**src/rtl/demux8_reg.sv**
```systemverilog
//------------------------------------------------------------------------------
// demux8_reg
//
// Registered 1-to-8 demultiplexer. It is the distribution side of the 8-way
// ALU result mux: each incoming word is steered to one of eight sink channels
// chosen by in_sel. Every channel has its own one-entry output register and
// its own valid/ready handshake, so a stalled sink only blocks words that are
// addressed to it.
//
// Parameters:
//   WIDTH  - data width of the input word and of each channel
//   CNT_W  - width of the accepted-transfer counter (wraps modulo 2^CNT_W)
//
// Ports:
//   clk        in   rising-edge clock
//   rst        in   synchronous active-high reset
//   in_valid   in   input word present
//   in_ready   out  the addressed channel (or all channels for broadcast)
//                   can take the word this cycle
//   in_data    in   input word
//   in_sel     in   destination channel 0..7
//   in_bcast   in   (DEMUX8_BCAST_EN only) write the word to all channels
//   out_valid  out  bit i = channel i holds a word
//   out_ready  in   bit i = sink i consumes this cycle
//   out_data   out  channel i data at bits [i*WIDTH +: WIDTH]
//   xfer_cnt   out  number of accepted input words
//
// Optional feature macro: DEMUX8_BCAST_EN
//   When defined, the in_bcast port is added and a broadcast write loads all
//   eight channels at once when every channel is free.
//------------------------------------------------------------------------------
module demux8_reg #(
   parameter int WIDTH = 32,
   parameter int CNT_W = 16
) (
   input  logic                 clk,
   input  logic                 rst,
   input  logic                 in_valid,
   output logic                 in_ready,
   input  logic [WIDTH-1:0]     in_data,
   input  logic [2:0]           in_sel,
`ifdef DEMUX8_BCAST_EN
   input  logic                 in_bcast,
`endif
   output logic [7:0]           out_valid,
   input  logic [7:0]           out_ready,
   output logic [8*WIDTH-1:0]   out_data,
   output logic [CNT_W-1:0]     xfer_cnt
);

   logic [7:0]       chFree;
   logic [7:0]       writeMask;
   logic             readyInt;
   logic             accept;
   logic [WIDTH-1:0] chData [8];

   // A channel can take a new word when it is empty or when its current word
   // leaves this same cycle, which lets a draining channel be refilled without
   // a bubble. The ready decision never looks at in_valid, so the producer sees
   // a stable ready regardless of what it is offering. writeMask marks which
   // channel registers load at the next edge when the word is accepted.
   always_comb begin
      chFree    = ~out_valid | out_ready;
      readyInt  = chFree[in_sel];
      writeMask = 8'b0000_0001 << in_sel;
`ifdef DEMUX8_BCAST_EN
      if (in_bcast) begin
         readyInt  = &chFree;
         writeMask = 8'hFF;
      end
`endif
      accept = in_valid && readyInt;
   end

   assign in_ready = readyInt;

   // Channel registers. A write to a channel takes priority over its drain so
   // that a simultaneous drain and refill keeps valid high and swaps in the new
   // word. A channel that only drains clears its valid but keeps its stale data.
   // Reset discards everything, including a word being accepted the same edge.
   always_ff @(posedge clk) begin
      if (rst) begin
         out_valid <= 8'h00;
         for (int i = 0; i < 8; i++) begin
            chData[i] <= '0;
         end
      end else begin
         for (int i = 0; i < 8; i++) begin
            if (accept && writeMask[i]) begin
               out_valid[i] <= 1'b1;
               chData[i]    <= in_data;
            end else if (out_ready[i]) begin
               out_valid[i] <= 1'b0;
            end
         end
      end
   end

   // Accepted-word counter; a broadcast counts as one transfer. It wraps
   // naturally at 2^CNT_W.
   always_ff @(posedge clk) begin
      if (rst) begin
         xfer_cnt <= '0;
      end else if (accept) begin
         xfer_cnt <= xfer_cnt + CNT_W'(1);
      end
   end

   // Flatten the per-channel registers onto the packed output bus.
   for (genvar g = 0; g < 8; g++) begin : gOut
      assign out_data[g*WIDTH +: WIDTH] = chData[g];
   end

endmodule

```
**config.mk**
```make
export PLATFORM = sky130hd
export DESIGN_NAME = demux8_reg
export DESIGN_NICKNAME = d
export VERILOG_FILES = /design/src/rtl/demux8_reg.sv
export SDC_FILE = /design/constraint.sdc
export NUM_CORES = 1
export LEC_CHECK = 0
export CAP_MARGIN = 10
export CELL_PAD_IN_SITES_DETAIL_PLACEMENT = 0
export CELL_PAD_IN_SITES_GLOBAL_PLACEMENT = 1
export CORE_MARGIN = 8
export CORE_UTILIZATION = 37
export CTS_CLUSTER_SIZE = 8
export DETAILED_ROUTE_END_ITERATION = 6
export PLACE_DENSITY_LB_ADDON = 0.1
export SKIP_CTS_REPAIR_TIMING = 1
export SLEW_MARGIN = 20
export SYNTH_ARGS = -nofsm -noshare
export SYNTH_HDL_FRONTEND = slang
export SYNTH_SLANG_ARGS = --single-unit
```
**constraint.sdc**
```tcl
create_clock -name clk -period 3.2 [get_ports clk]
set_input_delay 0.32 -clock clk [delete_from_list [all_inputs] [get_ports clk]]
set_output_delay 0.32 -clock clk [all_outputs]
set_load 0.03 [all_outputs]
```
==> impl_metrics.tcl, run 1 <==
set metrics [dict create \
    ys_seq_elements 280 \
    place_congestion 0.7400 \
    slew_violations 0 \
    cts.sinks 280 \
    die_area_sq_um 33040 \
    drive_above_1_share 0.08262 \
    synthMuxAreaShare 0.001477 \
    fmax_mhz 379.9 \
    netlist_area_sq_um 10170 \
    synth_xor_xnor_area_share 0 \
    synth_warnings 0 \
    min_path_type "flip-flop to flip-flop" \
    leakagePower_nw 5.494 \
    n_fill_cell 2250 \
    timing.final.crit_share 0.8225 \
    cts_buffers 40 \
    ios 327 \
    avgViaCountPerCell 4.830 \
    final_nets 1094 \
    synth_top_area_share 0.7560 \
    crit_path_end_kind "output port" \
    floorplan.initialDensity 0.3773 \
    synthSimpleGateAreaFrac 0.1326 \
    overflow 0 \
    crit_chain "clkdlybuf4s50_1, or2_1, o22a_1, a22oi_4, inv_1, clkdlybuf4s50_1" \
    required_ps 2880 \
    status "complete, no violations" \
    crit_arrival_ps 2310 \
    fin_skew_ps 14.22 \
    crit_top_cell "clkdlybuf4s50_1" \
    die_h_microns 181.8 \
    die_w_microns 181.8 \
    drv_cap 0 \
    pwr-share-seq 0.468 \
    drt-wirelength-per-cell_microns 22.32 \
    cp.buffers_inverters 3 \
    synth_compound_area_frac 0.02978 \
    yosysMostFrequentCell "edfxtp_1" \
    grt_pass1_vias 6982 \
    synth_seq_area_share 0.8032 \
    antenna_found_initial 1 \
    yosys-top-cells-area "edfxtp_1, nor2_1, dfxtp_1" \
    hold_viol 0 \
    setup_viol 0 \
    max-vdd-ir-drop_mv 0.3374 \
    drtIter0Drc 359 \
    cts_tree "yes" \
    clock-root-buffer "clkbuf_16" \
    critPathTopFamily "buffers and inverters" \
    crit_fanout 9 \
    power_switching_w 0.002169 \
    place_hpwl_microns 21290 \
    slew_headroom 0.5631 \
    crit_slowest_cell "clkdlybuf4s50_1" \
    synth_top_family_by_area "simple AND/OR/NAND/NOR gates" \
    synthTopCellsByCount "edfxtp_1, nor2_1, nand2b_1" \
    synth.net_count 737 \
    p_sw_frac 0.2389 \
    syn_inst 690 \
    powerDensity_nw_per_um2 604.2 \
    pwr-share-comb 0.123 \
    avgSynthCellArea_sq_um 14.74 \
    syn_to_final_growth_pct 47.74 \
    setup-tns-final_ps 0 \
    grt_pass1_wl_microns 45720 \
    rsz0062_at_grt "false" \
    port-buffer-count 326 \
    drc 0 \
    postRouteAntennaNets 0 \
    via_count 6733 \
    total_power_w 0.009078 \
    grt_max_degree 35 \
    tightestPinTransition_ps 655.3 \
    synth_cell_types 34 \
    n_antenna_cell 0 \
    clk-insertion-delay-late_ps 510 \
    core-area_sq_um 26950 \
    slowest_delay_ps 600 \
    yosys.area_share.adder 0.001230 \
    internal-power_w 0.006909 \
    clock_path_buffers 3 \
    synth_area_leader_cell "edfxtp_1" \
    clkPwrFrac 0.409 \
    crit_path_start_kind "input pin" \
    min_period_ps 2632 \
    synth_edf_count 256 \
    grt_util_all_layers 0.1843 \
    async_reset_ff_frac 0 \
    drt_wl_total_microns 31120 \
    yosys_most_used_dff "edfxtp_1" \
    path_clk_slew_ps 50 \
    htreeDepth 2 \
    drt_pass1_iterations 4 \
    setup.worst_path.class "input pin to output port" \
    rows 60 \
]
routing by layer:
metal / GRT usage / vias to the layer above / routed length, microns
met5: 0 / - / 13
met4: 0.04756 / 2 / 475
met3: 0.07964 / 34 / 3143
met2: 0.3037 / 274 / 14800
met1: 0.2185 / 3293 / 12680
li1: - / 3130 / -
layout by cell type, fill, tap and decap left out, types with 3 or more instances in the layout:
cell type          n
clkdlybuf4s50_1  325
edfxtp_1         256
nor2_1           194
clkbuf_16         42
nand2b_1          41
inv_1             36
dfxtp_1           24
a21oi_1           22
buf_4             18
o31ai_1           12
or4_1             12
nand2b_2           9
nand4_1            9
nand3_1            6
nand2_1            5
clkbuf_1           5
buf_12             5
nand2_2            4
and3_1             3
o21ai_1            3
area by class of cell:
cell class | count | area (sq um) | share of cell area
flip-flops and latches | 280 | 8168 | 0.5437
repair buffers | 349 | 3493 | 0.2325
multi-input cells | 340 | 1714 | 0.1141
clock buffers | 47 | 1070 | 0.07121
well taps | 341 | 426.7 | 0.02840
inverters | 36 | 135.1 | 0.008995
clock inverters | 1 | 16.27 | 0.001083
power groups by stage:
stage	clock [W]	sequential (W)	combinational, W
2_1_floorplan	0	0.00471	0.000179
3_3_place_gp	0	0.00431	0.00113
3_5_place_dp	0	0.00432	0.00114
4_1_cts	0.00379	0.00425	0.00114
5_1_grt	0.00392	0.00426	0.00117
6_report	0.00371	0.00425	0.00112
worst register-to-register path, stage by stage, from the launching register on:
cell      delay, ps
dfxtp_1         310
nand2b_1        130
o22a_1          220
and2_0          260
nand3_2         130
nand2b_2        360
buf_12          230
sequential cells by signal, summed over array words and instances (netlist names):
signal     cells
chData       256
xfer_cnt      16
out_valid      8
cells by family after synthesis:
| kind of cell | after synthesis |
|---|---|
| multiplexers | 1 |
| AO/OA/AOI/OAI | 43 |
| buffers and inverters | 70 |
| AND/OR/NAND/NOR | 295 |
| flip-flops | 280 |
| adder cells (fa/ha/maj) | 1 |
through the flow:
| step | hold slack, ps | utilization | std cells | area (sq um) | setup WS (ps) |
|---|---|---|---|---|---|
| after detailed placement | 479.2 | 0.5171 | 1346 | 13940 | 524.5 |
| after CTS | 484.9 | 0.5574 | 1394 | 15020 | 540.2 |
| after global placement | 465.2 | 0.5171 | 1346 | 13940 | 592.5 |
| after floorplan | 524.0 | - | 690 | 10170 | 864.9 |
| final | 477.4 | 0.5574 | 1394 | 15020 | 567.9 |
| after global routing | 513.4 | 0.5574 | 1394 | 15020 | 440.2 |
worst paths after layout:
| check | end | cells past startpoint | slack (ps) | startpoint |
|---|---|---|---|---|
| setup / recovery | in_ready | 6 | 570 | in_sel[0] |
| hold / removal | xfer_cnt[15]$_SDFFE_PP0P_ | 2 | 480 | xfer_cnt[15]$_SDFFE_PP0P_ |
| setup reg to reg | chData[0][75]$_SDFFCE_PN0P_ | 6 | 1240 | out_valid[0]$_SDFFE_PP0P_ |
| hold reg to reg | xfer_cnt[15]$_SDFFE_PP0P_ | 2 | 480 | xfer_cnt[15]$_SDFFE_PP0P_ |
Note: power is estimated with default switching activity, not from simulation.
==> run 2, diff against run 1 <==
==> constraint.sdc (replaced) <==
create_clock -name clk -period 2.5 [get_ports clk]
set_input_delay 0.25 -clock clk [delete_from_list [all_inputs] [get_ports clk]]
set_output_delay 0.25 -clock clk [all_outputs]
set_load 0.03 [all_outputs]
==> run 2 against run 1 <==
Compared with the run above: global-route usage shrank 0.081 points; flip-flop and latch count stayed put; clock power rose by 28%; worst setup slack got worse by 130 ps; cell area increased by 1.3%; final cell count up 0.79%; wire length hardly changed.
==> impl_metrics.tcl, run 2 (synthesis gave the netlist of run 1 again) <==
set metrics [dict create \
    powerDensity_nw_per_um2 765.3 \
    clk-insertion-delay-late_ps 500 \
    required_ps 2250 \
    setup_viol 0 \
    crit_path_end_kind "output port" \
    cts_buffers 40 \
    die_h_microns 181.8 \
    r2r_cells 6 \
    max-vdd-ir-drop_mv 0.5182 \
    die_w_microns 181.8 \
    grt_pass1_vias 7060 \
    floorplan.initialDensity 0.3773 \
    syn_to_final_growth_pct 49.69 \
    crit_chain "clkdlybuf4s50_1, or2_1, o22a_1, a22oi_4, inv_1, dlymetal6s2s_1" \
    crit_path_start_kind "input pin" \
    die_area_sq_um 33040 \
    setup.worst_path.class "input pin to output port" \
    slew_violations 0 \
    reg_top3 "chData x256, xfer_cnt x16, out_valid x8" \
    rows 60 \
    drt-wirelength-per-cell_microns 22.17 \
    timing.final.crit_share 0.8250 \
    drv_cap 0 \
    cts.sinks 280 \
    final_nets 1105 \
    port-buffer-count 326 \
    clock-root-buffer "clkbuf_16" \
    drt_wl_total_microns 31140 \
    setup_slack_ps 437.4 \
    grt_max_degree 34 \
    n_fill_cell 2250 \
    fin_skew_ps 9.775 \
    register_area_sq_um 8168 \
    top_register "chData" \
    crit_arrival_ps 1810 \
    leakagePower_nw 5.593 \
    grt_use_met1 0.2167 \
    grtUsageMet2 0.3067 \
    grt_util_all_layers 0.1835 \
    slew_headroom 0.7129 \
    path_clk_slew_ps 50 \
    ios 327 \
    overflow 0 \
    final_common_cell "clkdlybuf4s50_1" \
    slowest_delay_ps 510 \
    clock_path_buffers 3 \
    path_depth 6 \
    whs_path_depth 2 \
    crit_slowest_cell "clkdlybuf4s50_1" \
    setup-tns-final_ps 0 \
    cp.buffers_inverters 3 \
    fmax_mhz 484.8 \
    htreeDepth 2 \
    avgViaCountPerCell 4.812 \
    place_congestion 0.7344 \
    hold_viol 0 \
    postRouteAntennaNets 0 \
    n_antenna_cell 0 \
    largest_reg_flops 256 \
    drive_above_1_share 0.09211 \
    crit_fanout 7 \
    core-area_sq_um 26950 \
    mostFrequentLayoutCells "clkdlybuf4s50_1, edfxtp_1, nor2_1" \
    multi_input_area_sq_um 1714 \
    status "complete, no violations" \
    critPathTopFamily "buffers and inverters" \
    top_usage_layer "met2" \
    grt_use_met3 0.07745 \
    dp_slack_ps 63.68 \
    rsz0062_at_grt "false" \
    drtIter0Drc 318 \
    tightestPinTransition_ps 429.3 \
    antenna_found_initial 1 \
    grt_pass1_wl_microns 45650 \
    place_hpwl_microns 21890 \
    cts_tree "yes" \
    via_count 6761 \
    drc 0 \
    min_path_type "input pin to flip-flop" \
    drt_pass1_iterations 6 \
    min_period_ps 2063 \
]
## run 2: cell count changes in the layout (fill, tap and decap cells not counted)
cell,previous run,this run
dlymetal6s2s_1,0,1
buf_12,5,14
buf_4,18,20
clkdlybuf4s50_1,325,324
## run 2: path summary, 6_finish.rpt
kind | startpoint | endpoint | slack, ps
max | in_sel[1] | in_ready | 440
min | rst | xfer_cnt[11]$_SDFFE_PP0P_ | 180
max reg2reg | out_valid[0]$_SDFFE_PP0P_ | chData[0][87]$_SDFFCE_PN0P_ | 680
min reg2reg | xfer_cnt[15]$_SDFFE_PP0P_ | xfer_cnt[15]$_SDFFE_PP0P_ | 490
## run 2: layout make-up
cell class / instances / share of cell area
clock inverters: 1 / 0.001069
repair buffers: 360 / 0.2425
multi-input cells: 340 / 0.1126
flip-flops and latches: 280 / 0.5366
clock buffers: 47 / 0.07028
inverters: 36 / 0.008878
well taps: 341 / 0.02803
## run 2: per-layer routing
metal | part of all wire | routed length (microns)
met1 | 0.40 | 12530
met2 | 0.48 | 14900
met3 | 0.10 | 3216
met4 | 0.015 | 482
met5 | 0.00055 | 17
## run 2: through the flow
step	cell area (sq um)	instances	total power, W	hold WS, ps	util
5_1_grt	15220	1405	0.01202	189.9	0.5648
2_1_floorplan	10170	690	0.006253	454.0	-
4_1_cts	15220	1405	0.01180	164.0	0.5647
6_report	15220	1405	0.01165	180.6	0.5648
3_5_place_dp	14130	1357	0.007013	485.3	0.5244
3_3_place_gp	14130	1357	0.007001	464.7	0.5244
## run 2: worst register-to-register path, cell delays in order, from the launching register on
cell	delay, ps
dfxtp_1	310
nand2b_1	140
o22a_1	220
and2_0	290
nand3_2	170
nand2b_2	130
buf_4	240
## run 2: report_power, final
group / leakage [nW] / total [W] / internal, W / switching [W]
sequential: 2.85 / 0.00543 / 0.00537 / 0.0000635
clock: 0.530 / 0.00475 / 0.00296 / 0.00179
combinational: 2.22 / 0.00147 / 0.000543 / 0.000926
total: 5.59 / 0.0116 / 0.00887 / 0.00278
==> run 3, diff against run 2 <==
==> constraint.sdc (replaced) <==
create_clock -name clk -period 2.1 [get_ports clk]
set_input_delay 0.21 -clock clk [delete_from_list [all_inputs] [get_ports clk]]
set_output_delay 0.21 -clock clk [all_outputs]
set_load 0.03 [all_outputs]
==> run 3 against run 2 <==
Compared with the run above: flip-flop and latch count did not move; worst hold slack got worse by 170 ps; clock power rose by 20%; non-clock buffer count rose by 10; sequential share of layout area fell by 0.51 points; cell area rose by 0.96%; register-to-register slack got worse by 380 ps.
==> impl_metrics.tcl, run 3 (synthesis gave the netlist of run 1 again) <==
set metrics [dict create \
    grt_max_degree 43 \
    slowest_delay_ps 740 \
    setup_viol 0 \
    fin_util 0.5702 \
    postRouteAntennaNets 0 \
    port-buffer-count 326 \
    antenna_found_initial 0 \
    crit_arrival_ps 1740 \
    place_area_sq_um 14280 \
    crit_slowest_cell "clkdlybuf4s50_1" \
    grt_pass1_wl_microns 45060 \
    drt-wirelength-per-cell_microns 21.82 \
    drive_above_1_share 0.1014 \
    hold_slack_ps 14.65 \
    clock-root-buffer "clkbuf_16" \
    reg_top3 "chData x256, xfer_cnt x16, out_valid x8" \
    hold_viol 0 \
    slew_headroom 0.7223 \
    crit_path_start_kind "flip-flop" \
    cts_buffers 40 \
    ios 327 \
    clock_path_buffers 3 \
    rsz0062_at_grt "false" \
    drtIter0Drc 264 \
    n_antenna_cell 0 \
    max-vdd-ir-drop_mv 0.5636 \
    cts_tree "yes" \
    setup.worst_path.class "flip-flop to output port" \
    drt_pass1_iterations 7 \
    status "complete, no violations" \
    overflow 0 \
    timing.final.crit_share 0.9290 \
    clk-insertion-delay-late_ps 510 \
    dp_slack_ps -204.0 \
    critPathTopFamily "buffers and inverters" \
    die_w_microns 181.8 \
    slew_violations 0 \
    powerDensity_nw_per_um2 905.6 \
    drv_cap 0 \
    crit_chain "clkdlybuf4s50_1" \
    tightestPinTransition_ps 415.2 \
    htreeDepth 2 \
    core-area_sq_um 26950 \
    min_period_ps 1951 \
    path_clk_slew_ps 50 \
    n_fill_cell 2226 \
    setup_slack_ps 149.0 \
    fin_skew_ps 18.21 \
    fin_area_sq_um 15370 \
    top_register "chData" \
    die_h_microns 181.8 \
    leakagePower_nw 5.669 \
    mostFrequentLayoutCells "clkdlybuf4s50_1, edfxtp_1, nor2_1" \
    via_count 6726 \
    cts.sinks 280 \
    place_hpwl_microns 21920 \
    crit_fanout 9 \
    die_area_sq_um 33040 \
    cp.buffers_inverters 1 \
    drc 0 \
    final_nets 1115 \
    grt_util_all_layers 0.1816 \
    floorplan.initialDensity 0.3773 \
    fmax_mhz 512.6 \
    final_common_cell "clkdlybuf4s50_1" \
    place_congestion 0.7576 \
    largest_reg_flops 256 \
    syn_to_final_growth_pct 51.13 \
    rows 60 \
    grt_pass1_vias 6990 \
    required_ps 1890 \
    crit_path_end_kind "output port" \
    avgViaCountPerCell 4.750 \
    min_path_type "input pin to flip-flop" \
    drt_wl_total_microns 30900 \
]
==> run 3: per-layer routing <==
| metal | GRT usage | share of wire |
|---|---|---|
| met5 | 0 | 0 |
| met1 | 0.2122 | 0.40 |
| met2 | 0.2986 | 0.47 |
| met3 | 0.07944 | 0.10 |
| met4 | 0.05444 | 0.021 |
==> run 3: layout make-up <==
| class | instances | area (sq um) | area share |
|---|---|---|---|
| flip-flops and latches | 280 | 8168 | 0.5315 |
| repair buffers | 370 | 3834 | 0.2495 |
| multi-input cells | 340 | 1714 | 0.1115 |
| clock buffers | 48 | 1074 | 0.06986 |
| well taps | 341 | 426.7 | 0.02776 |
| inverters | 36 | 135.1 | 0.008793 |
| clock inverters | 1 | 16.27 | 0.001058 |
==> run 3: path summary, 6_finish.rpt <==
check                       startpoint                      endpoint  slack, ps  cells past startpoint
max reg2reg  out_valid[3]$_SDFFE_PP0P_  chData[0][111]$_SDFFCE_PN0P_        300                      5
max           xfer_cnt[2]$_SDFFE_PP0P_                   xfer_cnt[2]        150                      1
min                                rst     out_valid[1]$_SDFFE_PP0P_         10                      2
min reg2reg  xfer_cnt[15]$_SDFFE_PP0P_     xfer_cnt[15]$_SDFFE_PP0P_        480                      2
==> run 3: worst register-to-register path: stages, from the launching register on <==
cell and delay [ps]:
dfxtp_1 300, nand2b_1 120, o221a_4 230, nand4_1 360, nand2b_2 250, buf_12 220
==> run 3: where the power goes <==
part / leakage, nW / internal, W / switching, W
sequential: 2.85 / 0.00639 / 0.0000744
combinational: 2.29 / 0.000667 / 0.00110
clock: 0.532 / 0.00353 / 0.00215
total: 5.67 / 0.0106 / 0.00333
==> run 3: per-stage QoR <==
stage	std cells	TNS [ps]	power, W
2_1_floorplan	690	0	0.007443
3_3_place_gp	1367	-22890	0.008354
3_5_place_dp	1367	-40010	0.008368
4_1_cts	1416	-291.7	0.01410
5_1_grt	1416	0	0.01440
6_report	1416	0	0.01392
